File: config.mk
export PLATFORM = sky130hd
export DESIGN_NAME = sram_axi_slave
export DESIGN_NICKNAME = d
export VERILOG_FILES = /design/src/rtl/sram_axi_slave.sv
export SDC_FILE = /design/constraint.sdc
export NUM_CORES = 1
export LEC_CHECK = 0
export CAP_MARGIN = 10
export CORE_MARGIN = 4
export CORE_UTILIZATION = 39
export CTS_CLUSTER_DIAMETER = 50
export DETAILED_ROUTE_END_ITERATION = 8
export PLACE_DENSITY = 0.86
export SYNTH_ARGS = -nofsm -noshare
export SYNTH_HDL_FRONTEND = slang
export SYNTH_SLANG_ARGS = --single-unit
File: constraint.sdc
create_clock -name clk -period 3.9 [get_ports clk]
set_input_delay 1.17 -clock clk [delete_from_list [all_inputs] [get_ports clk]]
set_output_delay 1.17 -clock clk [all_outputs]
set_load 0.005 [all_outputs]
File: src/rtl/sram_axi_slave.sv
// -----------------------------------------------------------------------------
// sram_axi_slave
//   AXI4-Lite slave that fronts a single-port synchronous SRAM. Only one
//   transaction is in flight at a time. Reads and writes are arbitrated
//   fairly in IDLE: when both sides ask in the same cycle, the side that was
//   not granted last time wins.
//
// Ports
//   clk, rst                    single clock, synchronous active-high reset
//   AWADDR/AWVALID/AWREADY      write address channel
//   WDATA/WSTRB/WVALID/WREADY   write data channel (WSTRB[i] enables byte i)
//   BRESP/BVALID/BREADY         write response channel
//   ARADDR/ARVALID/ARREADY      read address channel
//   RDATA/RRESP/RVALID/RREADY   read data channel
//   CS/OE/WEB/A/DI              SRAM controls (WEB active-low per byte)
//   DO                          SRAM read data, valid the cycle after a read
//   dbg_state                   current FSM state encoding (state_t)
//
// Handshake semantics: a transfer on any AXI channel happens on the rising
// edge where VALID and READY are both high. READY is only ever raised in
// IDLE and only for the granted channel; a write is taken only when AWVALID
// and WVALID are both high, so AWREADY and WREADY always rise together.
// BVALID/RVALID, once high, stay high with stable payload until the
// matching READY is seen high on a rising edge.
// -----------------------------------------------------------------------------
module sram_axi_slave #(
  parameter int SRAM_AW = 14
) (
  input  logic               clk,
  input  logic               rst,
  // write address
  input  logic [31:0]        AWADDR,
  input  logic               AWVALID,
  output logic               AWREADY,
  // write data
  input  logic [31:0]        WDATA,
  input  logic [3:0]         WSTRB,
  input  logic               WVALID,
  output logic               WREADY,
  // write response
  output logic [1:0]         BRESP,
  output logic               BVALID,
  input  logic               BREADY,
  // read address
  input  logic [31:0]        ARADDR,
  input  logic               ARVALID,
  output logic               ARREADY,
  // read data
  output logic [31:0]        RDATA,
  output logic [1:0]         RRESP,
  output logic               RVALID,
  input  logic               RREADY,
  // SRAM
  output logic               CS,
  output logic               OE,
  output logic [3:0]         WEB,
  output logic [SRAM_AW-1:0] A,
  output logic [31:0]        DI,
  input  logic [31:0]        DO,
  // debug
  output logic [2:0]         dbg_state
);

  typedef enum logic [2:0] {
    S_IDLE  = 3'd0,
    S_WR    = 3'd1,
    S_WRESP = 3'd2,
    S_RD    = 3'd3,
    S_RCAP  = 3'd4,
    S_RRESP = 3'd5
  } state_t;

  localparam logic [1:0] RESP_OKAY   = 2'b00;
  localparam logic [1:0] RESP_SLVERR = 2'b10;

  state_t               state_q, state_d;
  logic                 last_grant_wr_q;  // 1: the most recent grant was a write
  logic                 err_q;            // latched decode error of current txn
  logic [3:0]           strb_q;
  logic [SRAM_AW-1:0]   a_q;
  logic [31:0]          di_q;
  logic [31:0]          rdata_q;
  logic [1:0]           bresp_q;
  logic [1:0]           rresp_q;

  logic                 wr_req, rd_req;
  logic                 grant_wr, grant_rd;

  // Any address bit above the SRAM word range means the access misses the
  // memory. ADDR[1:0] is a byte offset and is ignored.
  function automatic logic addr_err(input logic [31:0] addr);
    return (addr >> (SRAM_AW + 2)) != 32'd0;
  endfunction

  // Arbitration: a lone requester is granted; on a tie the side that lost
  // last time wins, so reads and writes alternate under contention.
  assign wr_req   = AWVALID & WVALID;
  assign rd_req   = ARVALID;
  assign grant_wr = (state_q == S_IDLE) & wr_req & (~rd_req | ~last_grant_wr_q);
  assign grant_rd = (state_q == S_IDLE) & rd_req & (~wr_req |  last_grant_wr_q);

  always_ff @(posedge clk) begin
    if (rst) begin
      state_q         <= S_IDLE;
      last_grant_wr_q <= 1'b1;  // reads win the first tie after reset
      err_q           <= 1'b0;
      strb_q          <= 4'h0;
      a_q             <= '0;
      di_q            <= 32'd0;
      rdata_q         <= 32'd0;
      bresp_q         <= RESP_OKAY;
      rresp_q         <= RESP_OKAY;
    end else begin
      state_q <= state_d;

      if (grant_wr) begin
        last_grant_wr_q <= 1'b1;
        a_q             <= AWADDR[SRAM_AW+1:2];
        di_q            <= WDATA;
        strb_q          <= WSTRB;
        err_q           <= addr_err(AWADDR);
      end else if (grant_rd) begin
        last_grant_wr_q <= 1'b0;
        a_q             <= ARADDR[SRAM_AW+1:2];
        err_q           <= addr_err(ARADDR);
      end

      if (state_q == S_WR) begin
        bresp_q <= err_q ? RESP_SLVERR : RESP_OKAY;
      end

      // The SRAM presents DO one cycle after the RD access cycle, i.e. during
      // RCAP; capture it at the end of RCAP so RDATA is stable in RRESP.
      if (state_q == S_RCAP) begin
        rdata_q <= err_q ? 32'd0 : DO;
        rresp_q <= err_q ? RESP_SLVERR : RESP_OKAY;
      end
    end
  end

  always_comb begin
    state_d = state_q;
    AWREADY = 1'b0;
    WREADY  = 1'b0;
    ARREADY = 1'b0;
    BVALID  = 1'b0;
    RVALID  = 1'b0;
    CS      = 1'b0;
    OE      = 1'b0;
    WEB     = 4'hF;

    case (state_q)
      S_IDLE: begin
        AWREADY = grant_wr;
        WREADY  = grant_wr;
        ARREADY = grant_rd;
        if (grant_wr) begin
          state_d = S_WR;
        end else if (grant_rd) begin
          state_d = S_RD;
        end
      end
      S_WR: begin
        // A decode error suppresses the SRAM access entirely.
        CS      = ~err_q;
        WEB     = err_q ? 4'hF : ~strb_q;
        state_d = S_WRESP;
      end
      S_WRESP: begin
        BVALID = 1'b1;
        if (BREADY) begin
          state_d = S_IDLE;
        end
      end
      S_RD: begin
        CS      = ~err_q;
        OE      = ~err_q;
        state_d = S_RCAP;
      end
      S_RCAP: begin
        CS      = ~err_q;
        OE      = ~err_q;
        state_d = S_RRESP;
      end
      S_RRESP: begin
        RVALID = 1'b1;
        if (RREADY) begin
          state_d = S_IDLE;
        end
      end
      default: begin
        state_d = S_IDLE;
      end
    endcase
  end

  assign A         = a_q;
  assign DI        = di_q;
  assign RDATA     = rdata_q;
  assign RRESP     = rresp_q;
  assign BRESP     = bresp_q;
  assign dbg_state = state_q;

endmodule
## Yosys cells after proc, flatten, opt, wreduce, memory -nomap -nowiden

Cells that the tools add are included.

- Bits of input ports: 139
- Latch bits: 0
- Flip-flop bits (word level): 91
- Memory bits (read-only): 0
- Memories: 0
- Word-level logic and storage cells: 56
- RAM bits: 0
- Output and inout port bits: 96

- Order comparisons: 0
- $add $sub $neg: 0
- Reductions and logical operators: 8
- Bitwise operators: 12
- Shift-type cells: 0
- Mux-type cells: 19
- Eq/ne operators: 8
- Multipliers: 0
- Div/mod/pow operators: 0

Operators with widths:

| kind | number |
|---|---|
| 32-bit nonzero test | 2 |
| 32-bit 2-to-1 mux | 1 |
| 14-bit 2-to-1 mux | 2 |
| 3-bit one-hot mux with 6 select lines | 1 |
| 3-bit 2-to-1 mux | 4 |
| 1-bit 2-to-1 mux | 8 |
| 4-bit 2-to-1 mux | 2 |
| 3-bit by 2-bit equality test with 1-bit output (second input constant) | 2 |
| 3-bit equality test (second input constant) | 2 |
| 1-bit AND | 5 |
| 2-bit != test (second input constant) | 2 |
| 1-bit inverter | 4 |
| 4-bit inverter | 1 |
| 2-bit OR reduction | 2 |
| 3-bit by 1-bit equality test with 1-bit output (second input constant) | 1 |
| 3-bit zero test | 1 |
| 3-bit != test (second input constant) | 1 |
| 3-bit AND reduction | 1 |
| 3-bit OR reduction | 1 |
| 2-bit 2-to-1 mux | 1 |
| 1-bit OR | 2 |
| 2-bit nonzero test | 1 |

## Depth between registers and ports, before layout

- Depth in word-level cells: 7
- Depth in mapped cells: 8
- Gate-level depth less buffers: 5

## Worst setup path after synthesis

OpenSTA, ideal clock, no wires.

- Path type: in2out
- From: input port ARVALID
- To: output port WREADY
- Arrival: 2.154 ns
- Data required time: 2.730 ns
- Stages: 6
- Setup slack: 0.576 ns
- Path buffers: 3
- Path through: and2_1 > or3b_1 > buf_2 > clkinv_4 > buf_4 > buf_4

- Word-level cells in the longest chain between the ends: 4

RTL lines:

| element | line | source |
|---|---|---|
| start: declaration | 46 | `input logic ARVALID,` |
| 1-bit inverter | 99 | `assign grant_wr = (state_q == S_IDLE) & wr_req & (~rd_req \| ~last_grant_wr_q);` |
| 1-bit OR | 99 |  |
| 1-bit AND | 99 |  |
| 1-bit 2-to-1 mux | -- |  |
| end: declaration | 39 | `output logic WREADY,` |

Every way passes these cells.

## Final worst setup path

- From: input port AWVALID
- To: output port ARREADY

- Word-level cells in the longest chain between the ends: 5

RTL lines:

| element | line | source |
|---|---|---|
| start: declaration | 33 | `input logic AWVALID,` |
| 1-bit AND | 97 | `assign wr_req = AWVALID & WVALID;` |
| 1-bit inverter | 100 | `assign grant_rd = (state_q == S_IDLE) & rd_req & (~wr_req \| last_grant_wr_q);` |
| 1-bit OR | 100 |  |
| 1-bit AND | 100 |  |
| 1-bit 2-to-1 mux | 152 | `case (state_q)` |
| end: declaration | 47 | `output logic ARREADY,` |

Every way passes these cells.

==> results.py <==
metrics = {
    "outcome": {
        "status": "finished clean",
    },
    "floorplanning": {
        "start_util": 0.409,
        "dieArea_sq_um": 10900,
        "die_h_um": 105,
        "rows": 34,
        "core_area_sq_um": 8890,
        "die_w_um": 105,
        "io_pins": 235,
    },
    "sta": {
        "maxSlewHeadroom": 0.332,
        "worst_pin_slew_ps": 1000,
        "fin_crit_ps": 3770,
        "skew_ps": 18.9,
        "finalSetupViolations": 0,
        "fmax_ghz": 0.265,
        "rsz0062_at_grt": "false",
        "fin_crit_sh": 0.966,
        "drv_slew": 0,
        "hold_viol_final": 0,
        "setup_ws_ps": 132,
    },
    "setup_path": {
        "worstSetupStartpointType": "input pin",
        "worst_path_max_delay_cell": "clkdlybuf4s50_1",
        "rr_endpoint": "A[1]",
        "path_delay_family": "buffers and inverters",
        "crit_path_max_incr_delay_ps": 470,
        "worst_r2r_path_depth": 6,
        "rr_startpoint": "dbg_state[1]",
        "cp.required_ps": 2730,
        "crit_fanout": 3,
        "reg2reg_slack_ps": 1690,
        "cpMostUsedCell": "clkdlybuf4s50_1",
        "cp_data_arrival_time_ps": 2600,
        "critPathCaptureType": "output pin",
        "path_buf_inv": 3,
        "crit_chain": "clkdlybuf4s50_1, nand2_1, buf_4, o211a_1, clkdlybuf4s50_1",
        "critical_path_class": "in -> out",
    },
    "cts": {
        "cts_htree_levels": 3,
        "cts_sinks": 89,
        "clk_path_buf_depth": 2,
        "clk_pin_slew_ps": 80,
        "clk_latency_ps": 350,
        "cts_root_buf": "clkbuf_8",
        "cts_tree": "done",
        "cts_made_buffers": 9,
    },
    "synthesis": {
        "avgSynthCellArea_sq_um": 8.17,
        "synth_ff_type": "dfxtp_1",
        "ys_ff_latch": 89,
        "yosysSeqAreaShare": 0.490,
        "yosysWarnings": 0,
        "synth_edf_count": 0,
        "async_flop_share": 0,
        "syn_area_sq_um": 3640,
        "synth_cells": 445,
        "synth_cell_types": 30,
    },
    "detailed_routing": {
        "first_pass_iters": 4,
        "drc": 0,
        "wl_mm": 12.2,
        "vias_per_cell": 5.02,
        "wire_per_inst_um": 15.9,
        "final_antenna_net_count": 0,
        "vias": 3848,
        "drt_iter0_drc": 150,
    },
    "global_route": {
        "grt_usage": 0.213,
        "grt_max_degree": 90,
        "grt_pass1_wl_mm": 19.1,
        "grt_overflow": 0,
        "grt_pass1_vias": 3729,
        "antenna_found_initial": 0,
    },
    "worst_hold_path": {
        "hold_path_depth": 2,
        "min_path_type": "reg -> reg",
        "holdPathEnd": "RDATA[20]",
        "min-delay-start": "RDATA[20]",
    },
    "placed_design": {
        "gp_congestion": 0.787,
        "place_ws_ps": -122,
        "dp_hpwl_mm": 8.93,
        "placedInstanceArea_sq_um": 5920,
        "numPortBuffers": 228,
    },
    "finish": {
        "final_area_sq_um": 6120,
        "fin_nets": 792,
        "final_cell_mix": "clkdlybuf4s50_1, nand2_1, dfxtp_1, a21oi_1, nand3b_1",
        "mostFrequentLayoutCell": "clkdlybuf4s50_1",
        "syn_to_final_growth_pct": 68.4,
        "ff_latch_area_sq_um": 1780,
        "diodes": 0,
        "multi_input_area_sq_um": 1660,
        "fill_cells": 691,
        "utilization": 0.689,
        "drive_gt1_frac": 0.0684,
    },
    "power_and_ir_drop": {
        "p_per_area_nw_per_um2": 331,
        "irDropWorstVdd_v": 0.000229,
        "leakagePower_uw": 0.00211,
    },
    "run": {
        "maxCapViolCount": 0,
    },
}
[worst reg2reg max path: cells and delay by family (launching register included)]
kind            cells  cell delay [ps]
flops               1              450
buf+inv             2              510
compound gates      1              280
simple gates        3              880
[registers in the layout, summed over array words and instances, names as in the netlist]
| register | count |
|---|---|
| err_q | 1 |
| A | 14 |
| RDATA | 32 |
| DI | 32 |
| last_grant_wr_q | 1 |
| dbg_state | 3 |
| strb_q | 4 |
| RRESP | 1 |
| BRESP | 1 |
[layer usage]
layer,share of wire,track usage,vias to the layer above
met5,0,0,-
met4,0.016,0.0541,0
met3,0.089,0.0795,19
met2,0.49,0.372,164
met1,0.40,0.247,1756
li1,-,-,1909
[cells in the mapped netlist (all sizes together), types with 2 or more instances]
cell type,n,area [sq um]
and2,2,12.5
o21ai,2,10.0
nor4,8,50.1
nand4,2,12.5
nand3b,34,255
nor2b,3,18.8
a311oi,14,198
a21oi,76,380
buf,16,105
nor2,17,63.8
nor3,3,26.3
nand2b,2,12.5
nand2,143,542
dfxtp,89,1780
clkbuf,25,93.8
[layout make-up]
cell class,instances,share of cell area
flip-flops and latches,89,0.291
well taps,108,0.0221
clock inverters,6,0.00695
inverters,1,0.00143
multi-input cells,315,0.271
repair buffers,237,0.387
clock buffers,10,0.0208
[where the power goes]
part	total [uW]	internal (uW)	switching [uW]
combinational	465	283	182
sequential	993	958	35.3
clock	569	233	336
[worst max path at each step]
stage / depth (start not counted) / endpoint / startpoint / slack (ps)
2_1_floorplan: 6 / WREADY / ARVALID / 580
3_3_place_gp: 5 / AWREADY / ARVALID / -120
3_5_place_dp: 5 / AWREADY / ARVALID / -120
4_1_cts: 5 / WREADY / ARVALID / 10
5_1_grt: 5 / ARREADY / WVALID / 100
6_report: 5 / ARREADY / AWVALID / 130
[repair_timing]
| item | 4_1_cts | 5_1_grt |
|---|---|---|
| endpoints found under the setup margin | 2 | 1 |
| resized for setup | 2 | 2 |
| setup buffers | 0 | 0 |
| hold buffers | 0 | 0 |
| pin swaps | 1 | 1 |
[logic make-up after synthesis]
| group | after synthesis | synth area share |
|---|---|---|
| other | 1 | 0.00103 |
| flip-flops | 89 | 0.490 |
| AND/OR/NAND/NOR | 216 | 0.278 |
| AO/OA/AOI/OAI | 97 | 0.174 |
| buffers and inverters | 42 | 0.0571 |
[per-stage QoR]
step	cells	hold slack [ps]	total power, uW	TNS (ps)
2_1_floorplan	446	437	1200	0
3_3_place_gp	749	438	1470	-241
3_5_place_dp	749	444	1480	-243
4_1_cts	765	455	2040	0
5_1_grt	766	480	2130	0
6_report	766	456	2030	0
(Power assumes the default switching activity.)
